$ cat config.mk
export PLATFORM = sky130hd
export DESIGN_NAME = evm_result_tally_flat
export DESIGN_NICKNAME = d
export VERILOG_FILES = /design/src/rtl/evm_result_tally_if.sv /design/src/rtl/evm_result_tally.sv /design/src/flat_wrapper.sv
export SDC_FILE = /design/constraint.sdc
export NUM_CORES = 1
export LEC_CHECK = 0
export ABC_AREA = 1
export CORE_MARGIN = 8
export CORE_UTILIZATION = 23
export CTS_CLUSTER_DIAMETER = 50
export DETAILED_ROUTE_END_ITERATION = 7
export PLACE_DENSITY = 0.45
export SLEW_MARGIN = 5
export SYNTH_ARGS = -nofsm -noshare
export SYNTH_HDL_FRONTEND = slang
export SYNTH_SLANG_ARGS = --single-unit
$ cat constraint.sdc
create_clock -name clk -period 6.77 [get_ports clk]
set_input_delay 0.677 -clock clk [delete_from_list [all_inputs] [get_ports clk]]
set_output_delay 0.677 -clock clk [all_outputs]
set_load 0.02 [all_outputs]
$ cat src/rtl/evm_result_tally_if.sv
// Readout port of evm_result_tally: one tally word per valid/ready transfer.
// rd_parity is present only when EVM_TALLY_PARITY_EN is defined.
interface evm_result_tally_if #(
  parameter int CNT_W = 7
);
  logic             rd_valid;
  logic             rd_ready;
  logic [1:0]       rd_idx;
  logic [CNT_W-1:0] rd_data;
  logic             rd_last;
`ifdef EVM_TALLY_PARITY_EN
  logic             rd_parity;

  modport master (
    output rd_valid,
    output rd_idx,
    output rd_data,
    output rd_last,
    output rd_parity,
    input  rd_ready
  );

  modport slave (
    input  rd_valid,
    input  rd_idx,
    input  rd_data,
    input  rd_last,
    input  rd_parity,
    output rd_ready
  );
`else
  modport master (
    output rd_valid,
    output rd_idx,
    output rd_data,
    output rd_last,
    input  rd_ready
  );

  modport slave (
    input  rd_valid,
    input  rd_idx,
    input  rd_data,
    input  rd_last,
    output rd_ready
  );
`endif
endinterface

$ cat src/rtl/evm_result_tally.sv
// Vote tally: counts rising-edge vote events while the poll is open, then picks a
// winner and streams the four tallies out. EVM_TALLY_PARITY_EN adds rd_parity.
module evm_result_tally #(
  parameter int CNT_W = 7
) (
  input  logic                      clk,
  input  logic                      rst,
  input  logic [2:0]                party_led_i,
  input  logic                      invalid_vote_i,
  input  logic                      poll_open_i,
  input  logic                      close_poll_i,
  evm_result_tally_if.master        rd_if,
  output logic [1:0]                winner_o,
  output logic                      tie_o,
  output logic                      result_done_o,
  output logic                      overflow_o
);

  typedef enum logic [2:0] {
    S_IDLE    = 3'd0,
    S_COUNT   = 3'd1,
    S_COMPARE = 3'd2,
    S_STREAM  = 3'd3,
    S_DONE    = 3'd4
  } state_e;

  localparam logic [CNT_W-1:0] CNT_MAX = {CNT_W{1'b1}};
  localparam logic [CNT_W-1:0] CNT_ONE = {{(CNT_W-1){1'b0}}, 1'b1};

  function automatic logic even_parity(input logic [CNT_W-1:0] d);
    return ^d;
  endfunction

  state_e                  state_q, state_d;
  logic [3:0][CNT_W-1:0]   tally_q, tally_d;
  logic [2:0]              party_prev_q;
  logic                    inv_prev_q;
  logic                    overflow_q, overflow_d;
  logic [1:0]              winner_q, winner_d;
  logic                    tie_q, tie_d;
  logic                    result_done_q, result_done_d;
  logic                    rd_valid_q, rd_valid_d;
  logic [1:0]              rd_idx_q, rd_idx_d;
  logic [CNT_W-1:0]        rd_data_q, rd_data_d;
  logic                    rd_last_q, rd_last_d;
`ifdef EVM_TALLY_PARITY_EN
  logic                    rd_parity_q, rd_parity_d;
`endif

  logic [2:0]              party_rise_s;
  logic                    inv_rise_s;
  logic                    multi_rise_s;
  logic [3:0]              inc_s;
  logic [1:0]              win_idx_s;
  logic [CNT_W-1:0]        max_s;
  logic [1:0]              n_at_max_s;
  logic [1:0]              next_idx_s;

  // Edge detection and classification of the vote indications
  always_comb begin
    party_rise_s = party_led_i & ~party_prev_q;
    inv_rise_s   = invalid_vote_i & ~inv_prev_q;
    multi_rise_s = (party_rise_s[0] & party_rise_s[1]) |
                   (party_rise_s[0] & party_rise_s[2]) |
                   (party_rise_s[1] & party_rise_s[2]);
    inc_s[3]     = inv_rise_s | multi_rise_s;
    if (!inv_rise_s && !multi_rise_s) begin
      inc_s[2:0] = party_rise_s;
    end else begin
      inc_s[2:0] = 3'b000;
    end
  end

  // Maximum search over the party tallies; strict compare keeps the lowest index
  always_comb begin
    win_idx_s = 2'd0;
    max_s     = tally_q[0];
    if (tally_q[1] > max_s) begin
      win_idx_s = 2'd1;
      max_s     = tally_q[1];
    end else begin
      win_idx_s = win_idx_s;
    end
    if (tally_q[2] > max_s) begin
      win_idx_s = 2'd2;
      max_s     = tally_q[2];
    end else begin
      win_idx_s = win_idx_s;
    end
    n_at_max_s = {1'b0, (tally_q[0] == max_s)} +
                 {1'b0, (tally_q[1] == max_s)} +
                 {1'b0, (tally_q[2] == max_s)};
  end

  // Next-state and next-output logic
  always_comb begin
    state_d       = state_q;
    tally_d       = tally_q;
    overflow_d    = overflow_q;
    winner_d      = winner_q;
    tie_d         = tie_q;
    result_done_d = result_done_q;
    rd_valid_d    = rd_valid_q;
    rd_idx_d      = rd_idx_q;
    rd_data_d     = rd_data_q;
    rd_last_d     = rd_last_q;
    next_idx_s    = rd_idx_q + 2'd1;

    case (state_q)
      S_IDLE: begin
        if (poll_open_i) begin
          state_d       = S_COUNT;
          tally_d       = '0;
          overflow_d    = 1'b0;
          winner_d      = 2'd3;
          tie_d         = 1'b0;
          result_done_d = 1'b0;
        end else begin
          state_d = S_IDLE;
        end
      end

      S_COUNT: begin
        for (int k = 0; k < 4; k++) begin
          if (inc_s[k]) begin
            if (tally_q[k] == CNT_MAX) begin
              overflow_d = 1'b1;
            end else begin
              tally_d[k] = tally_q[k] + CNT_ONE;
            end
          end else begin
            tally_d[k] = tally_d[k];
          end
        end
        // A dropped poll_open without a close pulse still ends the session
        if (close_poll_i || !poll_open_i) begin
          state_d = S_COMPARE;
        end else begin
          state_d = S_COUNT;
        end
      end

      S_COMPARE: begin
        if (max_s == '0) begin
          winner_d = 2'd3;
          tie_d    = 1'b0;
        end else begin
          winner_d = win_idx_s;
          tie_d    = (n_at_max_s >= 2'd2);
        end
        state_d    = S_STREAM;
        rd_valid_d = 1'b1;
        rd_idx_d   = 2'd0;
        rd_data_d  = tally_q[0];
        rd_last_d  = 1'b0;
      end

      S_STREAM: begin
        if (rd_valid_q && rd_if.rd_ready) begin
          if (rd_last_q) begin
            rd_valid_d    = 1'b0;
            result_done_d = 1'b1;
            state_d       = S_DONE;
          end else begin
            rd_idx_d  = next_idx_s;
            rd_data_d = tally_q[next_idx_s];
            rd_last_d = (rd_idx_q == 2'd2);
          end
        end else begin
          state_d = S_STREAM;
        end
      end

      S_DONE: begin
        if (!poll_open_i) begin
          state_d = S_IDLE;
        end else begin
          state_d = S_DONE;
        end
      end

      default: begin
        state_d = S_IDLE;
      end
    endcase

`ifdef EVM_TALLY_PARITY_EN
    rd_parity_d = even_parity(rd_data_d);
`endif
  end

  // State register
  always_ff @(posedge clk or posedge rst) begin
    if (rst) begin
      state_q <= S_IDLE;
    end else begin
      state_q <= state_d;
    end
  end

  // Tallies, input history, result flags and readout registers
  always_ff @(posedge clk or posedge rst) begin
    if (rst) begin
      tally_q       <= '0;
      party_prev_q  <= 3'b000;
      inv_prev_q    <= 1'b0;
      overflow_q    <= 1'b0;
      winner_q      <= 2'd3;
      tie_q         <= 1'b0;
      result_done_q <= 1'b0;
      rd_valid_q    <= 1'b0;
      rd_idx_q      <= 2'd0;
      rd_data_q     <= '0;
      rd_last_q     <= 1'b0;
`ifdef EVM_TALLY_PARITY_EN
      rd_parity_q   <= 1'b0;
`endif
    end else begin
      tally_q       <= tally_d;
      party_prev_q  <= party_led_i;
      inv_prev_q    <= invalid_vote_i;
      overflow_q    <= overflow_d;
      winner_q      <= winner_d;
      tie_q         <= tie_d;
      result_done_q <= result_done_d;
      rd_valid_q    <= rd_valid_d;
      rd_idx_q      <= rd_idx_d;
      rd_data_q     <= rd_data_d;
      rd_last_q     <= rd_last_d;
`ifdef EVM_TALLY_PARITY_EN
      rd_parity_q   <= rd_parity_d;
`endif
    end
  end

  assign rd_if.rd_valid = rd_valid_q;
  assign rd_if.rd_idx   = rd_idx_q;
  assign rd_if.rd_data  = rd_data_q;
  assign rd_if.rd_last  = rd_last_q;
`ifdef EVM_TALLY_PARITY_EN
  assign rd_if.rd_parity = rd_parity_q;
`endif
  assign winner_o      = winner_q;
  assign tie_o         = tie_q;
  assign result_done_o = result_done_q;
  assign overflow_o    = overflow_q;

endmodule

$ cat src/flat_wrapper.sv
// flat-port wrapper written by rule: the top's interface ports become plain ports
module evm_result_tally_flat 
#(
  parameter int CNT_W = 7
)
  (clk, rst, party_led_i, invalid_vote_i, poll_open_i, close_poll_i, winner_o, tie_o, result_done_o, overflow_o, rd_if_rd_valid, rd_if_rd_idx, rd_if_rd_data, rd_if_rd_last, rd_if_rd_ready);
  evm_result_tally_if #(.CNT_W(CNT_W)) rd_if_i ();
  input  logic clk;
  input  logic rst;
  input  logic [2:0] party_led_i;
  input  logic invalid_vote_i;
  input  logic poll_open_i;
  input  logic close_poll_i;
  output logic [1:0] winner_o;
  output logic tie_o;
  output logic result_done_o;
  output logic overflow_o;
  output wire logic [$bits(rd_if_i.rd_valid)-1:0] rd_if_rd_valid;
  output wire logic [$bits(rd_if_i.rd_idx)-1:0] rd_if_rd_idx;
  output wire logic [$bits(rd_if_i.rd_data)-1:0] rd_if_rd_data;
  output wire logic [$bits(rd_if_i.rd_last)-1:0] rd_if_rd_last;
  input wire logic [$bits(rd_if_i.rd_ready)-1:0] rd_if_rd_ready;
  assign rd_if_rd_valid = rd_if_i.rd_valid;
  assign rd_if_rd_idx = rd_if_i.rd_idx;
  assign rd_if_rd_data = rd_if_i.rd_data;
  assign rd_if_rd_last = rd_if_i.rd_last;
  assign rd_if_i.rd_ready = rd_if_rd_ready;
  evm_result_tally #(.CNT_W(CNT_W)) u_core (.clk(clk), .rst(rst), .party_led_i(party_led_i), .invalid_vote_i(invalid_vote_i), .poll_open_i(poll_open_i), .close_poll_i(close_poll_i), .rd_if(rd_if_i), .winner_o(winner_o), .tie_o(tie_o), .result_done_o(result_done_o), .overflow_o(overflow_o));
endmodule
Word-level counts from Yosys, hierarchy flattened --
Index checks and enable logic that the tools add are counted.
Storage, ports and cells: flip-flop bits (word level) 51, input bits 9, output and inout bits 16
Cells by class: reduce and logical (&&, ||, !) cells 22, add/subtract/negate cells 7, muxes and demuxes 53, equality and inequality tests 25, bitwise gates (word level) 10, magnitude comparators 4
Operators with widths (number):
- 7-bit two-way mux | 13
- 28-bit case mux with 2 select lines | 1
- 7-bit by 1-bit adder with 7-bit output (second input constant) | 4
- 7-bit == test (second input constant) | 4
- 28-bit two-way mux | 1
- 7-bit == test | 3
- 4-bit AND reduction | 5
- 1-bit two-way mux | 18
- 3-bit case mux with 5 select lines | 1
- 7-bit binary-select mux with 2-bit select | 1
- 7-bit greater-than comparator | 2
- 7-bit case mux with 2 select lines | 1
- 2-bit two-way mux | 6
- 3-bit two-way mux | 4
- 2-bit by 1-bit != test with 1-bit output (second input constant) | 6
- 2-bit != test (second input constant) | 6
- 1-bit case mux with 2 select lines | 5
- 2-bit case mux with 2 select lines | 2
- 2-bit nonzero test | 4
- 7-bit logical NOT | 1
- 3-bit by 2-bit == test with 1-bit output (second input constant) | 2
- 2-bit AND reduction | 3
- 3-bit AND reduction | 2
- 1-bit AND | 4
- other kinds (17) | 22

Depth between registers and ports, before layout --
word-level depth 16, gate-level depth with buffers 36, gate-level depth less buffers 36

Worst setup path before layout --
No wires, ideal clock.
path kind register to register, start reg u_core.tally_q[3] in the netlist's numbering, end reg u_core.tie_q, in the netlist u_core.tie_o, slack 3208 ps, cell stages (with the launch flop) 33, data required time 6705 ps, arrival 3497 ps, library setup time 65 ps, period minus slack after synthesis 3562 ps, path through dfrtp_1 > buf_2 > inv_1 > ha_1 > nand2_1 > nor2_4 > nand4_4 > nand2_4 > nand2_1 > nand2_1 > inv_1 > ha_1 > nand2_1 > nor2_1 > nand2_1 > nand2_2 > nand2_2 > buf_8 > nand3_1 > nand2_2 > o22ai_1 > nor2_1 > o211ai_1 > nor2_1 > ha_1 > nand2_1 > nor2_1 > nand2_1 > nor2_1 > nand2_1 > nand2_1 > nand2_1 > nand2_1
Between the ends: longest elaborated chain between the ends 10, elaborated cells on any way between the ends 13
Ends and longest elaborated chain:
- from (decl) | line evm_result_tally.sv:35 | logic [3:0][CNT_W-1:0] tally_q, tally_d;
- from (signal assigned) | line evm_result_tally.sv:219 | tally_q <= tally_d;
- 7-bit greater-than comparator | line evm_result_tally.sv:78 | if (tally_q[1] > max_s) begin
- 7-bit two-way mux | line evm_result_tally.sv:78
- 7-bit greater-than comparator | line evm_result_tally.sv:84 | if (tally_q[2] > max_s) begin
- 7-bit two-way mux | line evm_result_tally.sv:84
- 7-bit == test, on equally long branches | line evm_result_tally.sv:90, evm_result_tally.sv:91
- 1-bit by 1-bit adder with 2-bit output | line evm_result_tally.sv:90 | n_at_max_s = {1'b0, (tally_q[0] == max_s)} +
- 2-bit by 1-bit adder with 2-bit output | line evm_result_tally.sv:91 | {1'b0, (tally_q[1] == max_s)} +
- 2-bit >= comparator | line evm_result_tally.sv:149 | tie_d = (n_at_max_s >= 2'd2);
- 1-bit two-way mux * | line evm_result_tally.sv:144 | if (max_s == '0) begin
- 1-bit case mux with 2 select lines * | line evm_result_tally.sv:109 | case (state_q)
- to (signal assigned) | line evm_result_tally.sv:224 | tie_q <= tie_d;
- to (decl) | line evm_result_tally.sv:40 | logic tie_q, tie_d;
Every way passes the cells marked *; elsewhere a longest branch is shown, timed or not. A chain may end at the register's enable or synchronous reset.

Worst setup path after layout --
start reg u_core.tally_q[4] in the netlist's numbering, end reg u_core.tie_q, in the netlist u_core.tie_o
The elaborated chain is that of the path after synthesis.

==> key figures <==
Run status
  – Status: finished, final reports clean

Die
  – Initial core utilization: 23.5%
  – Die X: 143 um
  – Core Area: 15,800 um^2
  – I/O Pins: 25
  – Rows: 46
  – Die Y: 143 um
  – Total Die Area: 20,500 um^2

Clock tree
  – Reg clk slew, reported paths: 60 ps
  – CTS Sinks: 51
  – Root buffer cell: clkbuf_16
  – Cells resized by post-CTS repair: 0
  – Post-CTS Repair Setup Buffers: 0
  – Clk Latency, worst-skew pair: 300 ps
  – Hold buffers post-CTS: 0
  – TritonCTS Buffers: 5
  – H-tree Lvls: 2
  – CTS tree: yes
  – Maximum clock insertion buffer count: 2

Critical path
  – Setup crit start kind: flop
  – R2R setup slack: 2320 ps
  – Crit path max fanout: 13
  – Worst Path Required: 6960 ps
  – Most common cell on crit path: nand2_1
  – Kind of end point of the critical path: flop
  – CP max stage cell: dfrtp_1
  – Worst EP arrival: 4640 ps
  – WS Path Type: flop to flop
  – Worst path max stage delay: 540 ps

Synthesis
  – Leading area contributor after synthesis: dfrtp_1
  – Cells after Synth: 512
  – Asr flop ratio synth: 100%
  – Area of the mapped netlist: 3720 um^2
  – Ys Warns: 0
  – EDFF count, synth: 0
  – Post-Syn Nets: 541
  – Seq cells post-synth: 51
  – Synth area leaders: dfrtp_1, nand2_1, ha_1, inv_1, o21ai_0
  – Distinct cell type count after synthesis: 39
  – Post-synth top area share: 32.9%
  – Avg Cell Area, Syn: 7.27 um^2
  – Sequential area share after synthesis: 34.3%
  – Ys flop type: dfrtp_1

Global route
  – Total gr overflow: 0
  – Largest net degree at the start of global routing: 52
  – Tot GR Track Use: 11.5%
  – Vias in the first global route: 3,357
  – First-pass GRT wire length: 18,100 um
  – Initial antenna violation count: 0

Finish
  – Net count, final: 565
  – Multi-input logic area: 2120 um^2
  – Most common cell after layout, fill and taps aside: nand2_1
  – Area taken by flip-flops and latches: 1280 um^2
  – Most frequent cells in the layout: nand2_1, inv_1, dfrtp_1, o21ai_0, a21oi_1
  – Area Overhead vs Synth: 16.6%
  – Filler cells: 1,721
  – Layout cells sized above 1: 11.9%
  – Antenna Cells: 0

Timing
  – Relative slew slack: 36.7%
  – Final slew viol count: 0
  – Max Clk Rate: 225 MHz
  – Hold_ws: 481 ps
  – Final hold viol count: 0
  – Post-route setup TNS: 0 ps
  – Worst slew pin tran: 945 ps
  – RSZ-0062 raised after global routing: no
  – Fin Clk Skew: 8.24 ps
  – Final period utilization: 65.7%
  – Minimum clock period: 4450 ps
  – Final setup vio count: 0

Placement
  – Hpwl dp: 9130 um
  – GPL Wtd Cong: 0.929
  – # port buffers: 24

Routing
  – Avg Vias per Cell: 4.61
  – Drt wl/cell: 15.3 um
  – Antenna-violating nets left: 0
  – Router iterations before antenna repair: 5
  – Via count: 3,467
  – Starting DRT DRC Count: 315
  – Wirelength, routed: 11,500 um
  – # DRC: 0

Worst hold path
  – Worst min path class: flop to flop

Job
  – Max-cap violations: 0
per-stage QoR:
| stage | utilization [%] | cells | worst slack [ps] | area, um^2 |
|---|---|---|---|---|
| after floorplan | - | 512 | 3210 | 3720 |
| after global placement | 26.4 | 745 | 2360 | 4180 |
| after detailed placement | 26.4 | 745 | 2380 | 4180 |
| after CTS | 27.4 | 752 | 2350 | 4340 |
| after global routing | 27.4 | 752 | 1960 | 4340 |
| final | 27.4 | 752 | 2320 | 4340 |
sequential cells by signal (all words and copies together) (netlist names), 2 cells and up:
signal / count
u_core.rd_if.rd_data: 7
u_core.winner_o: 2
u_core.state_q: 3
u_core.party_prev_q: 3
u_core.rd_if.rd_idx: 2
u_core.tally_q: 28
cell families after synthesis:
group	synth area share [%]
AND/OR/NAND/NOR	33.1
flip-flops	34.3
buffers and inverters	8.80
XOR/XNOR	2.12
adder cells (fa/ha/maj)	6.72
AO/OA/AOI/OAI	14.9
layer usage:
metal  global-route usage (%)  vias up  routed length, um
met2                     19.2       95               5480
met4                     4.76        0                316
met5                        0        -                  0
met1                     14.4     1615               5250
li1                         -     1738                  -
met3                     1.84       19                486
worst paths after layout:
kind | from | to | cells past startpoint
max | u_core.tally_q[4] | u_core.tie_o | 34
min | u_core.rd_if.rd_data[3] | u_core.rd_if.rd_data[3] | 2
max reg2reg | u_core.tally_q[4] | u_core.tie_o | 34
min reg2reg | u_core.rd_if.rd_data[3] | u_core.rd_if.rd_data[3] | 2
max in group asynchronous | rst | u_core.tally_q[14] | 3
min in group asynchronous | rst | u_core.rd_if.rd_data[5] | 3
synthesized netlist by cell type, types with 2 or more instances:
cell,instances
nor3_1,14
or2_2,2
inv_2,10
nor2_4,2
dfrtp_1,49
a21oi_1,40
nand2_2,15
o211ai_1,5
nand2_4,5
nand3_2,9
o21ai_1,6
nor2_2,5
nand2_1,113
dfstp_2,2
clkbuf_1,4
inv_1,60
xor2_1,9
ha_1,20
nor2_1,37
nand4_1,8
o21ai_0,43
nand3_1,35
buf_6,2
clkinv_1,2
worst max-delay path: cells and delay by family, from the launching register on:
kind,cells,cell delay (ps)
compound gates,2,280
xor+xnor,1,140
fa+ha+maj,3,870
buf+inv,4,430
flops,1,540
simple gates,24,2070
layout make-up:
class,count,share of cell area [%]
Clock buffer,6,2.97
Tap cell,216,6.22
Sequential cell,51,29.4
Inverter,72,6.22
Timing Repair Buffer,25,5.70
Clock inverter,1,0.691
Multi-Input combinational cell,381,48.7
Power is not shown: default switching activity piles up to over one toggle a cycle in this logic, so the estimate is an artifact.
==> patch (same settings) <==
Put one more register stage on the output `overflow_o`, cleared by the reset. The value now appears one clock later. The other outputs are not delayed to match.
--- a/src/rtl/evm_result_tally.sv
+++ b/src/rtl/evm_result_tally.sv
@@ -245,3 +245,9 @@
   assign result_done_o = result_done_q;
-  assign overflow_o    = overflow_q;
+  always_ff @(posedge clk or posedge rst) begin
+    if (rst) begin
+      overflow_o <= '0;
+    end else begin
+      overflow_o <= overflow_q;
+    end
+  end
 
Function: same outputs for any inputs over 4 cycles, from zero or initial values and one cycle with rst high; that may be too few to reach the edited logic, so the function may still have changed.
==> patch against the unedited design <==
  * Sequential cell count rose by 1
  * Area after synthesis is 1.8% higher
  * Maximum frequency is 5.4% lower
  * Wire length is 10% higher
  * Critical path type unchanged
  * Worst setup slack worse by 0.25 ns
  * First-iteration DRC count is 16% lower
  * Cell area up 1.0%
Power is left out: the tool's default activity adds up to more than one toggle a clock period on the data nets, which glitch-free logic cannot reach.
==> patch: results (changes against the unedited design) <==
<table>
<tr><th>Metric</th><th>Value</th></tr>
<tr><th colspan="2">Floorplanning</th></tr>
<tr><td>Core Region</td><td>0.0163 sq mm (+3.3%)</td></tr>
<tr><th colspan="2">Placed design</th></tr>
<tr><td>Weighted congestion reported at the end of routability-driven placement</td><td>0.916 (-1.4%)</td></tr>
<tr><td>Number of cells after detailed placement</td><td>750 (+0.67%)</td></tr>
<tr><td>DPL Wire Length</td><td>9730 um (+6.6%)</td></tr>
<tr><td>Post-placement setup slack</td><td>2.14 ns (-0.231 ns)</td></tr>
<tr><td>Cell area after placement</td><td>0.00425 sq mm (+1.5%)</td></tr>
<tr><th colspan="2">GRT</th></tr>
<tr><td>GR Util met3</td><td>0.0215 (+0.00310)</td></tr>
<tr><td>Met1 Track Usage GR</td><td>0.175 (+0.0313)</td></tr>
<tr><td>Global Route met2 Usage</td><td>0.202 (+0.0103)</td></tr>
<tr><td>Global router's overall resource usage</td><td>0.129 (+0.0138)</td></tr>
<tr><th colspan="2">Layout</th></tr>
<tr><td>Inverters</td><td>66 (-8.3%)</td></tr>
<tr><td>Proportion of cell area occupied by multi-input gates</td><td>0.492 (+0.00412)</td></tr>
<tr><td>Total number of multi-input combinational cells</td><td>385 (+1.0%)</td></tr>
<tr><td>Net count reported at finish</td><td>566 (+0.18%)</td></tr>
<tr><td>Share of cells above drive strength 1</td><td>0.119 (-0.000444)</td></tr>
<tr><td>Final Instance Count excl. Fillers</td><td>758 (+0.80%)</td></tr>
<tr><td>Number of inserted filler cells in the final layout</td><td>1859 (+8.0%)</td></tr>
<tr><th colspan="2">Drt</th></tr>
<tr><td>WL per Instance</td><td>16.8 um (+9.6%)</td></tr>
<tr><td>Vias per std cell</td><td>4.72 (+2.4%)</td></tr>
<tr><td>Count of TritonRoute iterations in the first routing pass</td><td>4 (-1)</td></tr>
<tr><td>WL met3</td><td>642 um (+32%)</td></tr>
<tr><td>Starting DRT DRC Count</td><td>264 (-16%)</td></tr>
<tr><th colspan="2">Setup path</th></tr>
<tr><td>Crit path from</td><td>u_core.tally_q[5]$_DFFE_PP0P_</td></tr>
<tr><th colspan="2">Min path</th></tr>
<tr><td>Hold path startpoint</td><td>u_core.overflow_q$_DFFE_PP0P_</td></tr>
<tr><th colspan="2">Synthesis</th></tr>
<tr><td>Net count after synthesis</td><td>545 (+0.74%)</td></tr>
<tr><th colspan="2">STA</th></tr>
<tr><td>Final setup skew</td><td>0.0145 ns (+0.00622 ns)</td></tr>
<tr><td>Max-Slew Margin vs Limit</td><td>0.519 (+0.152)</td></tr>
<tr><th colspan="2">Status</th></tr>
<tr><td>Outcome</td><td>complete, no violations</td></tr>
</table>
## patch: changes by cell type after synthesis, moves of 4 or more
| cell | unedited run | this run |
|---|---|---|
| sky130_fd_sc_hd__a21oi_1 | 40 | 22 |
| sky130_fd_sc_hd__o21ai_0 | 43 | 26 |
| sky130_fd_sc_hd__nand3_1 | 35 | 51 |
| sky130_fd_sc_hd__nand2_1 | 113 | 124 |
| sky130_fd_sc_hd__o2111ai_1 | 1 | 11 |
| sky130_fd_sc_hd__nor3_1 | 14 | 6 |
| sky130_fd_sc_hd__nand2_2 | 15 | 20 |
| sky130_fd_sc_hd__inv_2 | 10 | 6 |
| sky130_fd_sc_hd__nand4_1 | 8 | 4 |
## patch: cell families after synthesis
| logic type | Yosys count | share of synthesized area |
|---|---|---|
| AOI/OAI and AO/OA | 84 | 0.139 |
| xor gates and xnor gates | 10 | 0.0231 |
| buffers and inverters | 79 | 0.0871 |
| and+or+nand+nor | 270 | 0.338 |
| DFF | 52 | 0.344 |
| muxes | 1 | 0.00297 |
| adders and majority gates | 20 | 0.0660 |
## patch: worst paths after layout
check                      slack [ns]                                   to  depth (start not counted)
setup / recovery                 2.06             u_core.tie_o$_DFFE_PP0P_                         30
hold / removal                   0.39          u_core.overflow_o$_DFF_PP0_                          0
setup reg to reg                 2.06             u_core.tie_o$_DFFE_PP0P_                         30
hold reg to reg                  0.39          u_core.overflow_o$_DFF_PP0_                          0
max in group asynchronous        5.39       u_core.tally_q[20]$_DFFE_PP0P_                          3
min in group asynchronous        0.89  u_core.rd_if.rd_data[5]$_DFFE_PP0P_                          3
## patch: critical path, delay by kind of cell (launching register included)
kind | cells | cell delay, ns
fa+ha+maj | 3 | 0.90
simple gates | 22 | 2.49
flops | 1 | 0.53
compound gates | 2 | 0.24
buf+inv | 3 | 0.45
